## src/rtl/exc_flush_ctrl.sv

```systemverilog
// Exception/ERET flush sequencer: flushes the pipeline, drains cancelled
// instruction-fetch responses, then hands the redirect PC to fetch.
module exc_flush_ctrl #(
    parameter logic [31:0] EX_ENTRY = 32'hbfc00380,
    parameter int          CNT_W    = 2
) (
    input  logic             clk,
    input  logic             resetn,
    input  logic             ws_ex,
    input  logic             ws_eret,
    input  logic [31:0]      cp0_epc,
    input  logic             inst_req,
    input  logic             inst_addr_ok,
    input  logic             inst_data_ok,
    input  logic             fs_redirect_ready,
    output logic             flush,
    output logic             redirect_valid,
    output logic [31:0]      redirect_pc,
    output logic             fs_discard,
    output logic             inst_req_block,
    output logic             busy,
    output logic [CNT_W-1:0] outstanding
);

    typedef enum logic [1:0] {
        IDLE     = 2'd0,
        DRAIN    = 2'd1,
        REDIRECT = 2'd2
    } state_t;

    localparam logic [CNT_W-1:0] CNT_MAX = '1;
    localparam logic [CNT_W-1:0] CNT_ONE = CNT_W'(1);

    state_t           state;
    logic [CNT_W-1:0] cancel_cnt;
    logic [CNT_W-1:0] cnt_next;
    logic             ev;
    logic             inc;
    logic             dec;
    logic [31:0]      target;

    assign ev     = ws_ex | ws_eret;
    assign flush  = ev;
    assign target = ws_ex ? EX_ENTRY : cp0_epc;
    assign inc    = inst_req & inst_addr_ok;
    assign dec    = inst_data_ok & (outstanding != '0);
    assign busy   = (state != IDLE);

    // A response arriving alongside the event belongs to a request issued
    // before the flush, so it is dropped here and excluded from cnt_next.
    assign fs_discard = inst_data_ok & (ev | (state == DRAIN));

    // NOTE: every variable written here gets a default first so no latch is inferred.
    always_comb begin
        cnt_next = outstanding;
        if (inc && !dec) begin
            if (outstanding != CNT_MAX) cnt_next = outstanding + CNT_ONE;
        end else if (dec && !inc) begin
            cnt_next = outstanding - CNT_ONE;
        end
    end

    // NOTE: sequential state uses non-blocking assignments only.
    always_ff @(posedge clk or negedge resetn) begin
        if (!resetn) outstanding <= '0;
        else         outstanding <= cnt_next;
    end

    always_ff @(posedge clk or negedge resetn) begin
        if (!resetn) begin
            state          <= IDLE;
            cancel_cnt     <= '0;
            redirect_pc    <= 32'h0;
            redirect_valid <= 1'b0;
            inst_req_block <= 1'b0;
        end else if (ev) begin
            // A new event restarts the sequence from any state.
            redirect_pc    <= target;
            cancel_cnt     <= cnt_next;
            inst_req_block <= 1'b1;
            if (cnt_next != '0) begin
                state          <= DRAIN;
                redirect_valid <= 1'b0;
            end else begin
                state          <= REDIRECT;
                redirect_valid <= 1'b1;
            end
        end else begin
            case (state)
                DRAIN: begin
                    if (inst_data_ok) begin
                        cancel_cnt <= cancel_cnt - CNT_ONE;
                        if (cancel_cnt == CNT_ONE) begin
                            state          <= REDIRECT;
                            redirect_valid <= 1'b1;
                        end
                    end
                end
                REDIRECT: begin
                    if (fs_redirect_ready) begin
                        state          <= IDLE;
                        redirect_valid <= 1'b0;
                        inst_req_block <= 1'b0;
                    end
                end
                default: ;
            endcase
        end
    end

    a_no_cnt_overflow: assert property (@(posedge clk) disable iff (!resetn)
        !(inc && !dec && outstanding == CNT_MAX));

    a_no_accept_while_blocked: assert property (@(posedge clk) disable iff (!resetn)
        !(inst_req_block && inst_addr_ok));

endmodule

```

## config.mk

```make
export PLATFORM = sky130hd
export DESIGN_NAME = exc_flush_ctrl
export DESIGN_NICKNAME = d
export VERILOG_FILES = /design/src/rtl/exc_flush_ctrl.sv
export SDC_FILE = /design/constraint.sdc
export NUM_CORES = 1
export LEC_CHECK = 0
export BUFFER_PORTS_ARGS = -buffer_cell sky130_fd_sc_hd__buf_2
export CAP_MARGIN = 10
export CORE_UTILIZATION = 40
export CTS_CLUSTER_DIAMETER = 200
export DETAILED_ROUTE_END_ITERATION = 16
export PLACE_DENSITY = 0.7
export REMOVE_ABC_BUFFERS = 1
export SLEW_MARGIN = 20
export SYNTH_ARGS = -nofsm -noshare
export SYNTH_HDL_FRONTEND = slang
export SYNTH_SLANG_ARGS = --single-unit
export TNS_END_PERCENT = 20
```

## constraint.sdc

```tcl
create_clock -name clk -period 1.7 [get_ports clk]
set_clock_uncertainty 0.1 [all_clocks]
set_input_delay 0.17 -clock clk [delete_from_list [all_inputs] [get_ports clk]]
set_output_delay 0.17 -clock clk [all_outputs]
set_load 0.01 [all_outputs]
```

# Word-level counts from Yosys, hierarchy flattened
# Index checks and enable logic that the tools add are counted.
[word_totals]
regBits = 40
latch_bits = 0
ramBits = 0
rom_bits = 0
in_bits = 40
out_inout_bits = 39
elab_cells = 57
mem_count = 0
[op_classes]
n_addsub = 3
multipliers = 0
div_mod_pow = 0
magnitude_cmp = 0
n_eq_ne = 7
n_shift = 0
mux = 21
bitwise = 5
n_reduce_logical = 15
[ops]
columns = ["cell", "n"]
rows = [
  ["$mux W32", 1],
  ["$mux W2", 11],
  ["$reduce_bool A2 Y1", 7],
  ["$mux W1", 7],
  ["$ne A3 B3 Y1 const B", 2],
  ["$eq A2 B1 Y1 const B", 2],
  ["$pmux W2 S2", 1],
  ["$reduce_and A2 Y1", 2],
  ["$reduce_and A4 Y1", 1],
  ["$sub A2 B1 Y2 const B", 2],
  ["$and A1 B1 Y1", 3],
  ["$ne A3 B2 Y1 const B", 1],
  ["$reduce_bool A3 Y1", 1],
  ["$add A2 B1 Y2 const B", 1],
  ["$eq A2 B2 Y1 const B", 1],
  ["$logic_and A1 B1 Y1", 2],
  ["$logic_not A1 Y1", 2],
  ["$ne A2 B2 Y1 const B", 1],
  ["$or A1 B1 Y1", 2],
  ["$pmux W1 S2", 1],
]

# Depth between registers and ports, before layout
[logic_depth]
ltp_word = 8
depth_mapped = 6
mapped_depth_nobuf = 6

# Worst setup path after synthesis
# OpenSTA, ideal clock, no wires.
[synth_timing]
kind = "reg-to-reg"
from = "reg outstanding[1]"
to = "reg redirect_valid"
arrival_ns = 1.298
required_ns = 1.480
setup_slack_ns = 0.182
stages_incl_launch_ff = 7
n_path_buf = 0
path_cell_list = "dfrtp_1 -> inv_1 -> ha_1 -> nor2b_4 -> a311oi_1 -> a21oi_1 -> a31o_1"
[synth_between]
elab_chain_cells = 8
[synth_rtl]
columns = ["element", "line_no", "source"]
rows = [
  ["start, declared", "22", "output logic [CNT_W-1:0] outstanding"],
  ["start signal, assigned", "66", "else outstanding <= cnt_next;"],
  ["$reduce_bool A2 Y1", "46", "assign dec = inst_data_ok & (outstanding != '0);"],
  ["$and A1 B1 Y1", "46", ""],
  ["$logic_and A1 B1 Y1 or $logic_not A1 Y1 (tied branches)", "58, 56", ""],
  ["$mux W2 or $logic_and A1 B1 Y1 (tied branches)", "58, 56", ""],
  ["$mux W2 *", "56", "if (inc && !dec) begin"],
  ["$reduce_bool A2 Y1 *", "81", "if (cnt_next != '0) begin"],
  ["$mux W1 *", "81", ""],
  ["$mux W1 *", "76", "end else if (ev) begin"],
  ["end signal, assigned", "74", "redirect_valid <= 1'b0;"],
  ["end signal, assigned", "83", "redirect_valid <= 1'b0;"],
  ["end signal, assigned", "86", "redirect_valid <= 1'b1;"],
  ["end, declared", "17", "output logic redirect_valid,"],
]
# Mark *: on every way between the ends. The rest lies on a longest branch, timed or not.
# A chain may end at the register's enable or synchronous reset.

# Worst setup path in the final report
# Same ends and word-level chain as after synthesis.

==> results.md <==
- Core area: 0.00414 sq mm
- TritonRoute pass-1 iters: 3
- CP max stage delay: 400 ps
- First-pass GRT wire length: 5750 um
- Crit path launch type: flip-flop
- Rel. slew slack: 66.4%
- Initial Util: 43.3%
- Yosys warns: 0
- Worst path slowest cell: dfrtp_1
- Via/cell ratio: 4.73
- RSZ-0062 raised after global routing: no
- Post-synth top area cell: dfrtp_1
- 1st-iter DRT viols: 85
- Reg2reg start: outstanding[1]$_DFF_PN0_
- Buffers and inverters on the worst path: 1
- Yosys reg bits: 39
- Clk_lat worst skew: 280 ps
- CTS max path bufs: 2
- Post-synthesis cell count: 152
- Hold endpoint: redirect_pc[29]$_DFFE_PN0N_
- Worst hold start: cp0_epc[29]
- Final TNS setup: 0 ps
- Vias: 1,395
- HPWL after detailed placement: 2670 um
- Reg clk slew, reported paths: 80 ps
- Mean post-synth cell area: 11.8 sq um
- GRT Util Overall: 16.8%
- Worst min path class: in -> reg
- Die width: 69.0 um
- Congestion Overflow GR: 0
- Die Ht: 69.0 um
- Hold Slack: 13.8 ps
- Max IR drop VDD: 0.000600 V
- Final Setup Violations: 0
- Start point of the critical path: outstanding[1]$_DFF_PN0_
- Filler instances: 380
- Min cycle time layout: 1590 ps
- Post-CTS Repair Setup Buffers: 0
- CTS tree: yes
- Share of cells above drive strength 1: 39.6%
- Die Area: 0.00475 sq mm
- Netlist cell types: 28
- Nets: 288
- Rows: 23
- Post-Layout Cell Count: 295
- Flop-to-flop setup slack: 110 ps
- Status: finished, final reports clean
- Pwr/cell area: 1020 mW/mm^2
- Routed length per instance: 13.4 um
- Largest net degree at the start of global routing: 40
- Top-area cell type share of the netlist area: 54.4%
- Family with the most delay on the worst path: compound AO/OA/AOI/OAI gates
- Worst R2R Path Depth: 6
- DRT antenna net count: 0
- Num CTS Buffers: 5
- H-Tree Depth: 2
- Crit path cell chain: inv_1 > ha_1 > nor2b_4 > a311oi_2 > a21oi_2 > a31o_1
- Ports: 79
- Hold path cells: 2
- CP Class: reg -> reg
- Vias in the first global route: 1,276
- # DRC: 0
- Max FO, Critical Path: 4
- FF-to-FF End: redirect_valid$_DFFE_PN0P_
- CP required: 1780 ps
- Initial antenna violation count: 0
- Count of final max-slew check failures: 0
- Post-layout util: 57.9%
- Area growth syn-to-layout: 33.8%
- Routability Congestion: 0.724
- Sequential element share of the synthesized area: 54.4%
- Diodes inserted: 0
- Post-Syn Area: 0.00179 sq mm
- Commonest non-fill, non-tap cell in the layout: buf_2
- Final hold vios: 0
- Worst-margin pin slew: 504 ps
- Max-Cap Viols: 0
- LEAKAGE: 1.27 nW
- Port buffer count: 78
- Clock sink count: 39
- CP arrival: 1670 ps
- Synth area leaders: dfrtp_1 54%, mux2i_1 13%, a211o_1 5.9%
- Most frequent cells in the layout: 78 x buf_2, 39 x dfrtp_1, 23 x mux2i_1
- Placed Cells incl. Taps: 277
- Fmax achieved: 629 MHz
- Final WL: 3960 um
- Post-route clock period utilization: 93.5%
- Clock root cell: clkbuf_8
- CP endpoint kind: flip-flop
## sequential cells by signal, indices dropped and copies added, names as in the netlist
signal,cells
state,1
inst_req_block,1
cancel_cnt,2
redirect_valid,1
outstanding,2
redirect_pc,32
## per-stage QoR
step | area [sq um] | total power [mW] | worst slack [ps]
3_5_place_dp | 2200 | 1.83 | 94.1
2_1_floorplan | 1710 | 1.55 | 182
5_1_grt | 2400 | 2.65 | 23.3
4_1_cts | 2370 | 2.45 | 82.1
6_report | 2400 | 2.46 | 111
3_3_place_gp | 2200 | 1.81 | 170
## worst reg2reg max path, stage by stage, from the launching register on
cell      delay (ps)
dfrtp_1          400
inv_1            120
ha_1             220
nor2b_4           70
a311oi_2         270
a21oi_2           90
a31o_1           220
## per-layer routing
metal | GRT usage [%] | share of wire (%) | vias up
met2 | 28.0 | 49 | 44
met4 | 6.89 | 0.86 | 0
met5 | 0 | 0 | -
li1 | - | - | 704
met3 | 4.77 | 5.3 | 4
met1 | 20.4 | 45 | 643
## cell usage after synthesis (all sizes together)
master / number
dfrtp: 39
nand3b: 2
nand2: 5
a21oi: 5
a21boi: 1
ha: 4
and2b: 4
nor3: 1
xnor2: 2
nor2: 21
a31o: 1
nand2b: 1
nor2b: 9
clkbuf: 3
a211o: 12
o21ai: 3
or2: 1
a31oi: 1
a311oi: 1
buf: 5
mux2i: 24
inv: 7
## cells by family (layout without fill, tap and decap cells)
| group | Yosys count | after routing | synth area share (%) |
|---|---|---|---|
| AND/OR/NAND/NOR | 44 | 44 | 12.6 |
| flip-flops | 39 | 39 | 54.4 |
| AO/OA/AOI/OAI | 24 | 24 | 9.84 |
| multiplexers | 24 | 24 | 13.4 |
| buffers and inverters | 15 | 108 | 5.93 |
| adder cells (fa/ha/maj) | 4 | 4 | 2.79 |
| XOR/XNOR | 2 | 2 | 0.977 |
## power breakdown
part | switching, mW | leakage [nW] | total, mW | internal (mW)
logic | 0.392 | 0.758 | 0.742 | 0.350
clock network | 0.305 | 0.0422 | 0.593 | 0.288
registers | 0.0787 | 0.466 | 1.12 | 1.04
## what timing repair did
action / 4_1_cts / 5_1_grt
gates resized for setup: 0 / 3
endpoints found under the setup margin: 0 / 2
hold buffers: 9 / 1
hold endpoints to repair: 47 / 1
## area by class of cell
type,count,area (sq um),share of cell area [%]
timing repair buffer,93,528,22.0
tap,50,62.6,2.61
clock inverter,1,5.00,0.209
multi-input combinational,98,724,30.2
inverter,7,26.3,1.10
sequential,39,976,40.7
clock buffer,7,76.3,3.18
## worst max path at each step
stage | cells past startpoint | slack [ps] | to
detailed placement | 6 | 90 | redirect_valid$_DFFE_PN0P_
global placement | 6 | 170 | redirect_valid$_DFFE_PN0P_
CTS | 6 | 80 | redirect_valid$_DFFE_PN0P_
floorplan | 6 | 180 | redirect_valid$_DFFE_PN0P_
global route | 6 | 20 | redirect_valid$_DFFE_PN0P_
finish | 6 | 110 | redirect_valid$_DFFE_PN0P_
No activity file was read; power rests on OpenSTA's default activity.
